File: src/rtl/dsp_seq.sv
// Microcode sequencer feeding the DSP address generator: fetches program words
// from a 1-cycle-latency ROM and replays the program once per state vector.
module dsp_seq #(
   parameter int PROG_AW      = 4,
   parameter int OFFSET_WIDTH = 4,
   parameter int STATE_COUNT  = 4,
   parameter int INSTR_W      = OFFSET_WIDTH + 3
) (
   input  logic                    clk,
   input  logic                    rst_n,
   input  logic                    start,
   input  logic                    abort,
   output logic [PROG_AW-1:0]      instr_addr,
   input  logic [INSTR_W-1:0]      instr_data,
   output logic [3:0]              addr_sel,
   output logic [OFFSET_WIDTH-1:0] addr_ptr,
   output logic                    series_inc,
   output logic                    series_rst,
   output logic                    issue_valid,
   output logic [7:0]              pass_idx,
   output logic                    busy,
   output logic                    done,
   output logic                    overrun
);

   typedef enum logic [2:0] {IDLE, FETCH, RUN, WRAP, DONE} state_t;

   localparam logic [PROG_AW-1:0] ADDR_MAX  = '1;
   localparam logic [7:0]         LAST_PASS = 8'(STATE_COUNT - 1);

   localparam int BIT_LAST = OFFSET_WIDTH;
   localparam int BIT_ADV  = OFFSET_WIDTH + 1;
   localparam int BIT_SINC = OFFSET_WIDTH + 2;

   state_t                  state_reg, state_next;
   logic [PROG_AW-1:0]      instr_addr_reg, instr_addr_next;
   logic [3:0]              addr_sel_reg, addr_sel_next;
   logic [OFFSET_WIDTH-1:0] addr_ptr_reg, addr_ptr_next;
   logic                    series_inc_reg, series_inc_next;
   logic                    series_rst_reg, series_rst_next;
   logic                    issue_valid_reg, issue_valid_next;
   logic [7:0]              pass_idx_reg, pass_idx_next;
   logic                    busy_reg, busy_next;
   logic                    done_reg, done_next;
   logic                    overrun_reg, overrun_next;
   // Set when the word now on instr_data came from the top ROM address.
   logic                    at_end_reg;

   always_ff @(posedge clk or negedge rst_n) begin
      if (!rst_n) begin
         state_reg       <= IDLE;
         instr_addr_reg  <= '0;
         addr_sel_reg    <= '0;
         addr_ptr_reg    <= '0;
         series_inc_reg  <= 1'b0;
         series_rst_reg  <= 1'b0;
         issue_valid_reg <= 1'b0;
         pass_idx_reg    <= '0;
         busy_reg        <= 1'b0;
         done_reg        <= 1'b0;
         overrun_reg     <= 1'b0;
         at_end_reg      <= 1'b0;
      end else begin
         state_reg       <= state_next;
         instr_addr_reg  <= instr_addr_next;
         addr_sel_reg    <= addr_sel_next;
         addr_ptr_reg    <= addr_ptr_next;
         series_inc_reg  <= series_inc_next;
         series_rst_reg  <= series_rst_next;
         issue_valid_reg <= issue_valid_next;
         pass_idx_reg    <= pass_idx_next;
         busy_reg        <= busy_next;
         done_reg        <= done_next;
         overrun_reg     <= overrun_next;
         at_end_reg      <= (instr_addr_reg == ADDR_MAX);
      end
   end

   always_comb begin
      state_next = state_reg;
      if (state_reg != IDLE && abort) begin
         state_next = IDLE;
      end else begin
         case (state_reg)
            IDLE:  if (start && !abort) state_next = FETCH;
            FETCH: state_next = RUN;
            RUN:   if (instr_data[BIT_LAST] || at_end_reg) state_next = WRAP;
            WRAP:  state_next = (pass_idx_reg == LAST_PASS) ? DONE : FETCH;
            DONE:  state_next = IDLE;
            default: state_next = IDLE;
         endcase
      end
   end

   always_comb begin
      instr_addr_next  = instr_addr_reg;
      addr_sel_next    = 4'b0000;
      addr_ptr_next    = addr_ptr_reg;
      series_inc_next  = 1'b0;
      series_rst_next  = 1'b0;
      issue_valid_next = 1'b0;
      pass_idx_next    = pass_idx_reg;
      done_next        = 1'b0;
      overrun_next     = overrun_reg;
      busy_next        = (state_next != IDLE);

      if (state_reg != IDLE && abort) begin
         addr_sel_next   = 4'b1010;
         series_rst_next = 1'b1;
         pass_idx_next   = '0;
      end else begin
         case (state_reg)
            IDLE: begin
               if (start && !abort) begin
                  addr_sel_next   = 4'b1010;
                  series_rst_next = 1'b1;
                  pass_idx_next   = '0;
                  overrun_next    = 1'b0;
                  instr_addr_next = '0;
               end
            end
            FETCH: instr_addr_next = instr_addr_reg + 1'b1;
            RUN: begin
               addr_ptr_next    = instr_data[OFFSET_WIDTH-1:0];
               addr_sel_next[2] = instr_data[BIT_ADV];
               series_inc_next  = instr_data[BIT_SINC];
               issue_valid_next = 1'b1;
               if (!instr_data[BIT_LAST]) begin
                  // The top word is still issued; the address holds rather than wraps.
                  if (at_end_reg)
                     overrun_next = 1'b1;
                  else if (instr_addr_reg != ADDR_MAX)
                     instr_addr_next = instr_addr_reg + 1'b1;
               end
            end
            WRAP: begin
               // Completion strobes are registered on entry so they are visible in DONE.
               if (pass_idx_reg == LAST_PASS) begin
                  done_next       = 1'b1;
                  addr_sel_next   = 4'b1010;
                  series_rst_next = 1'b1;
               end else begin
                  pass_idx_next   = pass_idx_reg + 8'd1;
                  addr_sel_next   = 4'b1001;
                  instr_addr_next = '0;
               end
            end
            default: ;
         endcase
      end
   end

   assign instr_addr  = instr_addr_reg;
   assign addr_sel    = addr_sel_reg;
   assign addr_ptr    = addr_ptr_reg;
   assign series_inc  = series_inc_reg;
   assign series_rst  = series_rst_reg;
   assign issue_valid = issue_valid_reg;
   assign pass_idx    = pass_idx_reg;
   assign busy        = busy_reg;
   assign done        = done_reg;
   assign overrun     = overrun_reg;

endmodule
File: config.mk
export PLATFORM = sky130hd
export DESIGN_NAME = dsp_seq
export DESIGN_NICKNAME = d
export VERILOG_FILES = /design/src/rtl/dsp_seq.sv
export SDC_FILE = /design/constraint.sdc
export NUM_CORES = 1
export LEC_CHECK = 0
export CORE_MARGIN = 2
export CORE_UTILIZATION = 42
export DETAILED_ROUTE_END_ITERATION = 6
export HOLD_SLACK_MARGIN = 0.1
export PLACE_DENSITY = 0.84
export SLEW_MARGIN = 25
export SYNTH_ARGS = -nofsm -noshare
export SYNTH_HDL_FRONTEND = slang
export SYNTH_SLANG_ARGS = --single-unit
File: constraint.sdc
create_clock -name clk -period 1.75 [get_ports clk]
set_clock_uncertainty 0.05 [all_clocks]
set_input_delay 0.525 -clock clk [delete_from_list [all_inputs] [get_ports clk]]
set_output_delay 0.525 -clock clk [all_outputs]
set_load 0.02 [all_outputs]
* Word-level counts from Yosys, hierarchy flattened
Index checks and enable logic that the tools add are counted. Widths: inputs -> output; s select.
Cells by class: add/sub/neg operators 2, equality and inequality tests 14, multiplexer cells 35, bitwise gates (word level) 1, reduce and logical (&&, ||, !) cells 14
Operators with widths (count):
- $mux 4 | 7
- $mux 8 | 3
- $pmux 4 s4 | 1
- $pmux 8 s2 | 1
- $mux 1 | 12
- $mux 3 | 4
- $ne 2x2->1 const B | 6
- $pmux 3 s4 | 1
- $reduce_bool 3->1 | 3
- $add 8x1->8 const B | 1
- $eq 8x2->1 const B | 1
- $reduce_and 7->1 | 1
- $eq 3x2->1 const B | 2
- $ne 3x3->1 const B | 2
- $pmux 1 s2 | 3
- $reduce_and 5->1 | 1
- $add 4x1->4 const B | 1
- $eq 4x4->1 const B | 1
- $ne 4x4->1 const B | 1
- $pmux 2 s2 | 1
- $reduce_bool 4->1 | 1
- $eq 3x1->1 const B | 1
- $logic_not 3->1 | 1
- $pmux 1 s3 | 1
- other kinds (8) | 9
Storage, ports and cells: register bits after elaboration 30, input bits 11, output and inout port bits 26, word-level logic and storage cells 78

* Logic depth before layout (Yosys ltp)
Gate-level depths: netlist (run 1).
depth in word-level cells 6, depth in mapped cells 7

* Least setup slack after synthesis (run 1)
Ideal clock, no wire load.
path type register -> register, start point reg instr_addr_reg[0] (netlist: instr_addr[0]), end point reg instr_addr_reg[3] (netlist: instr_addr[3]), library setup time 0.121 ns, arrival 1.756 ns, data required time 1.579 ns, slack -0.177 ns, cell stages (with the launch flop) 8, buffers on the path 1, path through dfrtp_1 > ha_1 > and3_1 > o311ai_0 > and3_1 > buf_2 > a21bo_1 > a22o_1
Between the ends: word-level cells in the longest chain between the ends 5, elaborated cells on any way between the ends 8, classes of those cells add/sub (1); eq/ne (2); mux (4); reduce/logical (1)
RTL lines:
- start, declared | RTL line 36 | logic [PROG_AW-1:0] instr_addr_reg, instr_addr_next;
- start signal, assigned | RTL line 65 | instr_addr_reg <= instr_addr_next;
- $add 4x1->4 | RTL line 122, 133
- $mux 4 | RTL line 132 | else if (instr_addr_reg != ADDR_MAX)
- $mux 4 | RTL line 130 | if (at_end_reg)
- $mux 4 | RTL line 128 | if (!instr_data[BIT_LAST]) begin
- $pmux 4 s4 | RTL line 112 | case (state_reg)
Parallel ways exist; a longest one is shown, timed or not. The select of a mux whose other input is x is not followed. A chain may end at the register's enable or synchronous reset.

* Final worst setup path (run 1)
start point reg pass_idx_reg[3] (netlist: pass_idx[3]), end point reg state_reg[0]
Between the ends: word-level cells in the longest chain between the ends 4
RTL lines:
- start, declared | RTL line 42 | logic [7:0] pass_idx_reg, pass_idx_next;
- start signal, assigned | RTL line 71 | pass_idx_reg <= pass_idx_next;
- $eq 8x2->1 | RTL line 88 | WRAP: state_next = (pass_idx_reg == LAST_PASS) ? DONE : FETCH;
- $mux 3 | RTL line 88
- $pmux 3 s4 | RTL line 84 | case (state_reg)
- $mux 3 | RTL line 81 | if (state_reg != IDLE && abort) begin
- named net state_next[0] | RTL line 35 | state_t state_reg, state_next;
- end signal, assigned | RTL line 64 | state_reg <= state_next;
- end, declared | RTL line 35
The timed path passes the listed nets, and every way through them passes these cells.

==> results.md, run 1 <==
* Final worst setup slack at -60.0 ps
* Worst flop-to-flop path endpoint: state_reg[0]
* Port Buffers at 36
* Clock Tree Root: clkbuf_4
* Antenna cell count at 0
* CTS Buf Count at 5
* Worst Reg-to-Reg Cells at 5
* Slew @ Worst Pin at between 300 and 400 ps
* Final Slew Violations at 0
* Gpl congestion at between 0.9 and 1
* WP data required at 1920 ps
* Status: complete, but fails checks
* CP endpoint: state_reg[0]
* Max reg flops at 8
* WL per Instance at about 14 um
* Register area share after synthesis at 54.2%
* Hold Slack at about 460 ps
* Starting Density at a little over two fifths
* Die W at between 60 and 70 um
* Worst min path class: reg2reg
* Leading cell type in the layout, fill and taps excluded: buf_4
* Initial DRC Count at 24
* Critical path startpoint category: register
* First-pass GRT wire length at about 5200 um
* Tot GR Track Use at about a fifth
* H-tree levels at 2
* RSZ-0062 raised after global routing: true
* Layout cells sized above 1 at roughly 39%
* Die footprint at 3660 um2
* Avg Inst Size Synth at between 10 and 15 um2
* Total Wirelength at 3460 um
* Max Freq at 552 MHz
* Drt first pass iters at 4
* P_leak at 0.00105 uW
* Initial antenna violation count at 0
* Dpl cell area at between 1500 and 2000 um2
* Seq cells post-synth at 29
* Clk_lat worst skew at 320 ps
* Deepest clock path buffer count at 2
* WP data arrival at around 2000 ps
* DR vias at about 1,300
* Filler Cell Count at between 200 and 300
* Final non-filler cell total at between 200 and 250
* Distinct cell type count after synthesis at 36
* Grt ovf at 0
* Synth-to-layout area growth at 55.9%
* Fin crit share at 103%
* Hold_buf cts at 0
* Gate Count Post-Synth at 130
* Nets at 211
* Commonest non-fill, non-tap cells in the layout: buf_4, dlygate4sd2_1, dfrtp_1
* # IOs at 37
* Final Power at about 1700 uW
* CTS Sinks at 29
* Peak VDD IR at ~0.48 mV
* Hold depth at 1
* Largest net degree at the start of global routing at 30
* Violated checks: setup timing
* CP endpoint kind: register
* Pwr dens at ~840 nW/um2
* Max Cap Viol at 0
* RR Startpoint: pass_idx[3]
* HPWL Detailed at approximately 2400 um
* FF-to-FF setup slack at -60 ps
* Worst Path Max Fanout at 4
* Max-slew headroom at roughly three quarters
* WS Path Type: reg2reg
* Crit. Startpoint: pass_idx[3]
* Antenna viol nets, final at 0
* Worst-path clk slew at around 90 ps
* Post-route cell area at approximately 2100 um2
* Final setup violation count at 2
* # DRC at 0
* Vias per Instance at 5.25
* Post-layout util at just under 70%
* Placed instance count at between 200 and 250
* CTS tree: yes
* Rows at 20
* Final hold violation count at 0
* Synth Cell Area at roughly 1300 um2
* Die H at around 60 um
* Number of global-route vias before repair at roughly 1,200
* Final worst path period need at ~1800 ps
* Core Region at 3050 um2
* Synth warn at 0
* Syn Nets at between 100 and 150
how the worst min path moves through the flow:
stage	startpoint	endpoint	slack, ps
after global placement	addr_ptr[1]	addr_ptr[1]	440
after detailed placement	addr_ptr[3]	addr_ptr[3]	440
after global routing	addr_ptr[3]	addr_ptr[3]	470
after floorplan	rst_n	addr_ptr[0]	180
after CTS	addr_ptr[3]	addr_ptr[3]	460
final	addr_ptr[3]	addr_ptr[3]	460
worst max-delay path: stages, from the launching register on:
cell	delay (ps)
dfrtp_2	420
or3_4	390
or4_4	480
o2bb2ai_2	150
a22oi_2	170
nor3_2	50
cell usage after synthesis:
cell | number | area, um2
nor3_1 | 3 | 15.0
o2bb2ai_1 | 2 | 17.5
o31a_1 | 1 | 8.76
dfrtp_1 | 29 | 726
or4_1 | 1 | 7.51
buf_4 | 1 | 7.51
or3_1 | 2 | 12.5
clkbuf_1 | 1 | 3.75
a21bo_1 | 1 | 10.0
inv_1 | 4 | 15.0
a31oi_1 | 1 | 6.26
a22o_1 | 1 | 8.76
nand2_1 | 7 | 26.3
mux2_2 | 4 | 45.0
and2_1 | 1 | 6.26
ha_1 | 2 | 25.0
o311ai_0 | 1 | 8.76
and3_1 | 7 | 43.8
nor2_2 | 2 | 12.5
o21ai_0 | 13 | 65.1
buf_2 | 4 | 20.0
or2_2 | 1 | 6.26
and3b_1 | 1 | 8.76
a22oi_1 | 1 | 7.51
or4_4 | 1 | 11.3
nor4_1 | 1 | 6.26
nor2_1 | 10 | 37.5
nor2b_1 | 4 | 25.0
xor2_1 | 1 | 8.76
mux2i_1 | 1 | 10.0
nand3_1 | 8 | 40.0
a21oi_1 | 3 | 15.0
nand2b_1 | 3 | 18.8
buf_6 | 1 | 11.3
o31ai_1 | 4 | 30.0
nand4_1 | 2 | 12.5
kinds of logic (layout without fill, tap and decap cells):
logic type / Yosys count / after routing / synth area share [%]
simple gates: 54 / 54 / 21.7
fa+ha+maj: 2 / 2 / 1.87
compound gates: 28 / 28 / 13.3
buf+inv: 11 / 80 / 4.29
mux: 5 / 5 / 4.11
xor+xnor: 1 / 1 / 0.654
flops: 29 / 29 / 54.2
layout make-up:
cell class	count	area (um2)	area share, %
inverter	4	15.0	0.719
multi-input combinational	90	664	31.8
timing repair buffer	68	567	27.1
sequential	29	737	35.3
clock buffer	6	41.3	1.98
tap	44	55.1	2.63
clock inverter	2	10.0	0.479
routing by layer:
| metal | vias up | share of wire [%] | global-route usage [%] |
|---|---|---|---|
| met5 | - | 0 | 0 |
| met4 | 0 | 1.8 | 10.2 |
| met3 | 6 | 5.2 | 3.84 |
| met2 | 49 | 50 | 32.0 |
| met1 | 620 | 43 | 23.8 |
| li1 | 600 | - | - |
power breakdown:
group	internal, uW	total, uW	switching [uW]
sequential	757	810	53.0
combinational	258	559	300
clock	153	378	226
total	1170	1750	579
per-stage QoR:
step,setup WS [ps],TNS [ps]
2_1_floorplan,-53.6,-88.9
3_3_place_gp,-443,-6420
3_5_place_dp,-577,-7740
4_1_cts,-87.6,-87.6
5_1_grt,-87.8,-276
6_report,-60.0,-90.1
repair_timing:
action	CTS	global route
resized for setup	46	21
pin swaps	4	6
endpoints found under the setup margin	43	17
hold endpoints to repair	0	0
setup buffers	1	7
(Power assumes the default switching activity.)
==> inputs of run 2 (changes only) <==
--- a/config.mk
+++ b/config.mk
@@ -5,6 +5,7 @@
 export SDC_FILE = /design/constraint.sdc
 export NUM_CORES = 1
 export LEC_CHECK = 0
+export CAP_MARGIN = 5
 export CORE_MARGIN = 2
 export CORE_UTILIZATION = 42
 export DETAILED_ROUTE_END_ITERATION = 6
==> results of run 2 <==
Same layout as run 1: the final DEF is identical, and so are final timing and power.
